<file path="src/rtl/input_layer_sched_if.sv">
// Window-datapath bus between the layer scheduler and the input_layer datapath.
interface input_layer_sched_if #(
    parameter int unsigned ADDR_WIDTH = 32,
    parameter int unsigned DIM_WIDTH  = 10
);
    logic                  il_start;
    logic [ADDR_WIDTH-1:0] il_axi_address;
    logic [DIM_WIDTH-1:0]  il_row_size;
    logic [DIM_WIDTH-1:0]  il_col_size;
    logic                  il_valid;
    logic                  il_rdy;

    // Scheduler side: launches layers, observes the window handshake.
    modport master (
        output il_start,
        output il_axi_address,
        output il_row_size,
        output il_col_size,
        input  il_valid,
        input  il_rdy
    );

    // Datapath side.
    modport slave (
        input  il_start,
        input  il_axi_address,
        input  il_row_size,
        input  il_col_size,
        output il_valid,
        output il_rdy
    );
endinterface

</file>
<file path="src/rtl/input_layer_sched.sv">
// Multi-layer scheduler for the input_layer datapath: launches one layer at a time once DDR
// data is present, counts 3x3 windows per layer, steps the DDR address by a burst-aligned
// stride, and flags bad configurations or a stalled datapath.
module input_layer_sched #(
    parameter int unsigned ADDR_WIDTH     = 32,
    parameter int unsigned DIM_WIDTH      = 10,
    parameter int unsigned LAYER_WIDTH    = 8,
    parameter int unsigned TIMEOUT_CYCLES = 4096
) (
    input  logic                     clk,
    input  logic                     reset_n,
    input  logic                     Start,
    input  logic [ADDR_WIDTH-1:0]    base_address,
    input  logic [LAYER_WIDTH-1:0]   no_of_input_layers,
    input  logic [DIM_WIDTH-1:0]     row_size,
    input  logic [DIM_WIDTH-1:0]     col_size,
    input  logic                     in_layer_ddr3_data_rdy,
    input_layer_sched_if.master      il_bus,
    output logic                     busy,
    output logic [LAYER_WIDTH-1:0]   layer_idx,
    output logic                     done,
    output logic                     error,
    output logic [2*DIM_WIDTH-1:0]   win_count
);

    localparam int unsigned WinW    = 2 * DIM_WIDTH;
    // One extra bit so rounding the layer area up to 64 bytes cannot overflow.
    localparam int unsigned StrideW = 2 * DIM_WIDTH + 1;
    localparam int unsigned StallW  = $clog2(TIMEOUT_CYCLES + 1);

    typedef enum logic [2:0] {
        StIdle,
        StWaitRdy,
        StLaunch,
        StRun,
        StNext,
        StFinish
    } state_e;

    state_e                 state_q, state_d;
    logic [ADDR_WIDTH-1:0]  addr_q, addr_d;
    logic [DIM_WIDTH-1:0]   row_q, row_d;
    logic [DIM_WIDTH-1:0]   col_q, col_d;
    logic [LAYER_WIDTH-1:0] count_q, count_d;
    logic [LAYER_WIDTH-1:0] idx_q, idx_d;
    logic [WinW-1:0]        win_q, win_d;
    logic [StallW-1:0]      stall_q, stall_d;
    logic                   err_q, err_d;

    logic [WinW-1:0]        exp_win;
    logic [StrideW-1:0]     area;
    logic [StrideW-1:0]     stride;
    logic                   handshake;
    logic                   bad_cfg;
    logic                   stall_expired;

    // Per-layer constants derived from the latched configuration.
    always_comb begin
        exp_win       = (WinW'(row_q) - WinW'(2)) * (WinW'(col_q) - WinW'(2));
        area          = StrideW'(row_q) * StrideW'(col_q);
        stride        = (area + StrideW'(63)) & ~StrideW'(63);
        handshake     = il_bus.il_valid & il_bus.il_rdy;
        bad_cfg       = (row_size < DIM_WIDTH'(3)) || (col_size < DIM_WIDTH'(3)) ||
                        (no_of_input_layers == '0);
        stall_expired = (stall_q == StallW'(TIMEOUT_CYCLES - 1));
    end

    // Next-state and datapath-register update for the layer sequencing FSM.
    always_comb begin
        state_d = state_q;
        addr_d  = addr_q;
        row_d   = row_q;
        col_d   = col_q;
        count_d = count_q;
        idx_d   = idx_q;
        win_d   = win_q;
        stall_d = stall_q;
        err_d   = err_q;

        unique case (state_q)
            StIdle: begin
                if (Start) begin
                    addr_d  = base_address;
                    row_d   = row_size;
                    col_d   = col_size;
                    count_d = no_of_input_layers;
                    idx_d   = '0;
                    win_d   = '0;
                    stall_d = '0;
                    err_d   = bad_cfg;
                    state_d = bad_cfg ? StFinish : StWaitRdy;
                end
            end
            StWaitRdy: begin
                if (in_layer_ddr3_data_rdy) begin
                    state_d = StLaunch;
                end
            end
            StLaunch: begin
                win_d   = '0;
                stall_d = '0;
                state_d = StRun;
            end
            StRun: begin
                if (handshake) begin
                    win_d   = win_q + WinW'(1);
                    stall_d = '0;
                    if (win_q + WinW'(1) == exp_win) begin
                        state_d = StNext;
                    end
                end else if (stall_expired) begin
                    err_d   = 1'b1;
                    state_d = StFinish;
                end else begin
                    stall_d = stall_q + StallW'(1);
                end
            end
            StNext: begin
                if (idx_q == count_q - LAYER_WIDTH'(1)) begin
                    state_d = StFinish;
                end else begin
                    idx_d   = idx_q + LAYER_WIDTH'(1);
                    // Wraps modulo 2^ADDR_WIDTH by truncation.
                    addr_d  = addr_q + ADDR_WIDTH'(stride);
                    state_d = StWaitRdy;
                end
            end
            StFinish: begin
                state_d = StIdle;
            end
            default: begin
                state_d = StIdle;
            end
        endcase
    end

    // State and configuration registers; reset returns everything to idle zeros.
    always_ff @(posedge clk or negedge reset_n) begin
        if (!reset_n) begin
            state_q <= StIdle;
            addr_q  <= '0;
            row_q   <= '0;
            col_q   <= '0;
            count_q <= '0;
            idx_q   <= '0;
            win_q   <= '0;
            stall_q <= '0;
            err_q   <= 1'b0;
        end else begin
            state_q <= state_d;
            addr_q  <= addr_d;
            row_q   <= row_d;
            col_q   <= col_d;
            count_q <= count_d;
            idx_q   <= idx_d;
            win_q   <= win_d;
            stall_q <= stall_d;
            err_q   <= err_d;
        end
    end

    // Outputs are decoded straight from registered state.
    always_comb begin
        il_bus.il_start       = (state_q == StLaunch);
        il_bus.il_axi_address = addr_q;
        il_bus.il_row_size    = row_q;
        il_bus.il_col_size    = col_q;
        busy                  = (state_q != StIdle);
        done                  = (state_q == StFinish);
        error                 = err_q;
        layer_idx             = idx_q;
        win_count             = win_q;
    end

endmodule

</file>
<file path="src/flat_wrapper.sv">
// flat-port wrapper written by rule: the top's interface ports become plain ports
module input_layer_sched_flat 
#(
    parameter int unsigned ADDR_WIDTH     = 32,
    parameter int unsigned DIM_WIDTH      = 10,
    parameter int unsigned LAYER_WIDTH    = 8,
    parameter int unsigned TIMEOUT_CYCLES = 4096
)
  (clk, reset_n, Start, base_address, no_of_input_layers, row_size, col_size, in_layer_ddr3_data_rdy, busy, layer_idx, done, error, win_count, il_bus_il_start, il_bus_il_axi_address, il_bus_il_row_size, il_bus_il_col_size, il_bus_il_valid, il_bus_il_rdy);
  input_layer_sched_if #(.ADDR_WIDTH(ADDR_WIDTH), .DIM_WIDTH(DIM_WIDTH)) il_bus_i ();
  input  logic clk;
  input  logic reset_n;
  input  logic Start;
  input  logic [ADDR_WIDTH-1:0] base_address;
  input  logic [LAYER_WIDTH-1:0] no_of_input_layers;
  input  logic [DIM_WIDTH-1:0] row_size;
  input  logic [DIM_WIDTH-1:0] col_size;
  input  logic in_layer_ddr3_data_rdy;
  output logic busy;
  output logic [LAYER_WIDTH-1:0] layer_idx;
  output logic done;
  output logic error;
  output logic [2*DIM_WIDTH-1:0] win_count;
  output wire logic [$bits(il_bus_i.il_start)-1:0] il_bus_il_start;
  output wire logic [$bits(il_bus_i.il_axi_address)-1:0] il_bus_il_axi_address;
  output wire logic [$bits(il_bus_i.il_row_size)-1:0] il_bus_il_row_size;
  output wire logic [$bits(il_bus_i.il_col_size)-1:0] il_bus_il_col_size;
  input wire logic [$bits(il_bus_i.il_valid)-1:0] il_bus_il_valid;
  input wire logic [$bits(il_bus_i.il_rdy)-1:0] il_bus_il_rdy;
  assign il_bus_il_start = il_bus_i.il_start;
  assign il_bus_il_axi_address = il_bus_i.il_axi_address;
  assign il_bus_il_row_size = il_bus_i.il_row_size;
  assign il_bus_il_col_size = il_bus_i.il_col_size;
  assign il_bus_i.il_valid = il_bus_il_valid;
  assign il_bus_i.il_rdy = il_bus_il_rdy;
  input_layer_sched #(.ADDR_WIDTH(ADDR_WIDTH), .DIM_WIDTH(DIM_WIDTH), .LAYER_WIDTH(LAYER_WIDTH), .TIMEOUT_CYCLES(TIMEOUT_CYCLES)) u_core (.clk(clk), .reset_n(reset_n), .Start(Start), .base_address(base_address), .no_of_input_layers(no_of_input_layers), .row_size(row_size), .col_size(col_size), .in_layer_ddr3_data_rdy(in_layer_ddr3_data_rdy), .il_bus(il_bus_i), .busy(busy), .layer_idx(layer_idx), .done(done), .error(error), .win_count(win_count));
endmodule
</file>
<file path="config.mk">
export PLATFORM = sky130hd
export DESIGN_NAME = input_layer_sched_flat
export DESIGN_NICKNAME = d
export VERILOG_FILES = /design/src/rtl/input_layer_sched_if.sv /design/src/rtl/input_layer_sched.sv /design/src/flat_wrapper.sv
export SDC_FILE = /design/constraint.sdc
export NUM_CORES = 1
export LEC_CHECK = 0
export ABC_AREA = 1
export CORE_MARGIN = 10
export CORE_UTILIZATION = 45
export DETAILED_ROUTE_END_ITERATION = 10
export PLACE_DENSITY = 0.65
export REMOVE_ABC_BUFFERS = 1
export SLEW_MARGIN = 10
export SYNTH_ARGS = -nofsm -noshare
export SYNTH_HDL_FRONTEND = slang
export SYNTH_SLANG_ARGS = --single-unit
</file>
<file path="constraint.sdc">
create_clock -name clk -period 12.5 [get_ports clk]
set_clock_uncertainty 0.2 [all_clocks]
set_input_delay 2.5 -clock clk [delete_from_list [all_inputs] [get_ports clk]]
set_output_delay 2.5 -clock clk [all_outputs]
set_load 0.01 [all_outputs]
</file>
==> impl_metrics.csv <==
group,metric,value,unit
status,status,"finished clean",
grt,grt-ovfl-total,0,
critical_path,cp_slowest_cell,"dfrtp_1",
routing,initialDrtViolationCount,914,
synthesis,synth_enable_flop_cells,0,
synthesis,yosys_warnings,0,
job,drv_cap,0,
layout,final_core_util,0.520,
grt,grt_first_pass_wirelength,68700,um
layout,diodes,0,
sta,clock.fmax,0.124,GHz
sta,period_share,0.643,
critical_path,path_depth,33,
critical_path,crit_family,"adder cells",
layout,layout-drive-gt1-share,0.0401,
grt,grt_max_degree,67,
layout,regArea,2630,um2
sta,holdWs,0.278,ns
die,ios,150,
critical_path,arrival,8.10,ns
synthesis,ys_ff_latch,105,
synthesis,synth_cells,2046,
layout,fillCellCount,3377,
sta,setup_viol,0,
synthesis,avgSynthCellArea,7.64,um2
hold_path,hold_depth,2,
layout,area_delta_synth_final,14.3,%
clocking,ctsResizeCount,0,
critical_path,r2r_cells,33,
critical_path,critical_path_required,12.56,ns
layout,nets,2574,
critical_path,worstPathMaxFanout,19,
placement,port_buffers,149,
clocking,post-cts-setup-buffer-count,0,
routing,finalWirelength,41100,um
grt,antenna_found_initial,0,
hold_path,hp-class,"reg -> reg",
sta,tightest_slew,0.886,ns
clocking,clock_tree.root_cell,"clkbuf_16",
clocking,clock_path_buffers,2,
synthesis,yosysTopAreaCell,"fa_1",
routing,avgViaCountPerCell,5.02,
grt,grt_use_total,0.201,
critical_path,critPathMaxStageDelay,0.87,ns
clocking,postCtsHoldBufs,0,
placement,gp_congestion,0.924,
synthesis,yosysTopAreaCellShare,0.254,
layout,multi_input_area,11100,um2
synthesis,synth_cell_types,53,
routing,ant_nets,0,
sta,slew_headroom,0.410,
critical_path,cpMostUsedCell,"inv_1",
synthesis,async_reset_ff_frac,1.00,
synthesis,syn_area,15600,um2
critical_path,worst-path-buf-inv,8,
die,num_rows,68,
clocking,htree_levels,3,
routing,num_vias,13200,
grt,grt_pass1_vias,13300,
sta,finalWorstSetupSlack,4.46,ns
routing,routedWlPerCell,15.7,um
sta,rsz0062_at_grt,"no",
routing,route.detailed.drc,0,
critical_path,startpoint_type,"flip-flop",
critical_path,worst_setup_path_end_kind,"flip-flop",
sta,slew_viol_final,0,
routing,drt_first_pass_iters,5,
clocking,cts_made_buffers,9,
die,die_w,206,um
placement,place_ws,4.42,ns
critical_path,path_class,"reg -> reg",
synthesis,synthFlopType,"dfrtp_1",
die,core,34400,um2
clocking,clock_latency,0.36,ns
sta,final_hold_viol_count,0,
clocking,clock_sinks,105,
sta,fin_crit,8.04,ns
synthesis,synthTopCellsByArea,"fa_1, dfrtp_1, nand2_1",
sta,finalSetupTns,0,ns
die,fp.dieH,206,um
clocking,cts.clk_slew.worst_paths,0.09,ns
synthesis,ys_seq_area_frac,0.168,
clocking,tritoncts,"done",
die,start_util,0.455,
placement,place_hpwl,34000,um
die,dieArea,42600,um2
## logic make-up after synthesis
kind of cell,Yosys count,share of synthesized area
AND/OR/NAND/NOR,802,0.217
flip-flops,105,0.168
XOR/XNOR,88,0.0498
buffers and inverters,496,0.121
AO/OA/AOI/OAI,211,0.0743
adder cells (fa/ha/maj),343,0.370
multiplexers,1,0.000720
## worst paths after layout
path                            slack [ns]                                           to                                         from
worst max-delay path                  4.46                u_core.state_q[0]$_DFFE_PN0P_     u_core.il_bus.il_col_size[1]$_DFFE_PN0P_
worst min-delay path                  0.28  u_core.il_bus.il_axi_address[5]$_DFFE_PN0P_  u_core.il_bus.il_axi_address[5]$_DFFE_PN0P_
worst max register to register        4.46                u_core.state_q[0]$_DFFE_PN0P_     u_core.il_bus.il_col_size[1]$_DFFE_PN0P_
worst min register to register        0.28  u_core.il_bus.il_axi_address[5]$_DFFE_PN0P_  u_core.il_bus.il_axi_address[5]$_DFFE_PN0P_
max in group asynchronous             8.86             u_core.win_count[18]$_DFFE_PN0P_                                      reset_n
min in group asynchronous             1.92  u_core.il_bus.il_axi_address[5]$_DFFE_PN0P_                                      reset_n
## layout by cell type (no fill, tap or decap), types with 3 or more instances in the layout
cell type	Yosys	layout
inv_1	422	422
nor2_2	7	7
a31oi_1	12	12
clkinv_1	6	6
nand4_1	16	16
o21ai_0	83	83
o21bai_1	5	5
nand3_2	4	4
nor3_1	23	23
o211ai_1	6	6
o22ai_1	17	17
inv_2	19	19
nand2_1	508	508
nor4_1	7	7
dfrtp_1	105	105
nand2_2	10	10
xor2_1	51	51
nor2_4	7	9
xnor2_1	36	36
a21o_1	4	4
ha_1	145	145
a21oi_1	67	67
clkdlybuf4s50_1	0	148
fa_1	198	198
or2_2	3	3
o21ai_1	9	9
nor2_1	132	130
clkbuf_16	0	9
buf_4	4	6
nand3_1	72	72
clkinv_4	0	3
## flip-flops by register name, indices dropped and copies added (netlist names)
register and cells:
u_core.error 1, u_core.stall_q 13, u_core.state_q 3, u_core.layer_idx 8, u_core.win_count 20, u_core.count_q 8, u_core.il_bus.il_col_size 10, u_core.il_bus.il_axi_address 32
u_core.il_bus.il_row_size 10
## synth_stat cells, drive strengths merged, types with 2 or more instances
cell	instances
a31oi	12
nand3	76
o22ai	17
nor3	24
a21o	4
nand4	17
o211ai	6
o2111ai	2
xor2	52
or2	6
xnor2	36
buf	10
o21ai	92
clkinv	7
nand2	520
nand3b	3
dfrtp	105
o21bai	5
nor2	146
a21oi	67
clkbuf	36
ha	145
fa	198
nor4	7
inv	443
## layout make-up
class / count / area share
clock buffers: 9 / 0.0126
clock inverters: 7 / 0.00511
inverters: 450 / 0.0949
multi-input cells: 1445 / 0.623
flip-flops and latches: 105 / 0.147
well taps: 455 / 0.0319
repair buffers: 154 / 0.0854
## through the flow
step                cells  instance area [um2]
floorplan            2000                15400
CTS                  2625                17900
global placement     2609                17500
detailed placement   2609                17500
finish               2625                17900
global route         2625                17900
## layer usage
| layer | vias up | share of wire | track usage |
|---|---|---|---|
| met5 | - | 0 | 0 |
| met4 | 0 | 0.015 | 0.0409 |
| met3 | 30 | 0.061 | 0.0387 |
| met2 | 311 | 0.45 | 0.317 |
| met1 | 6346 | 0.47 | 0.281 |
| li1 | 6498 | - | - |
## worst min-delay path: cells and delay by family, from the launching register on
family	cells	cell delay, ns
and+or+nand+nor	2	0.10
DFF	1	0.35
Power is left out: the tool's default activity adds up to more than one toggle a clock period on the data nets, which glitch-free logic cannot reach.
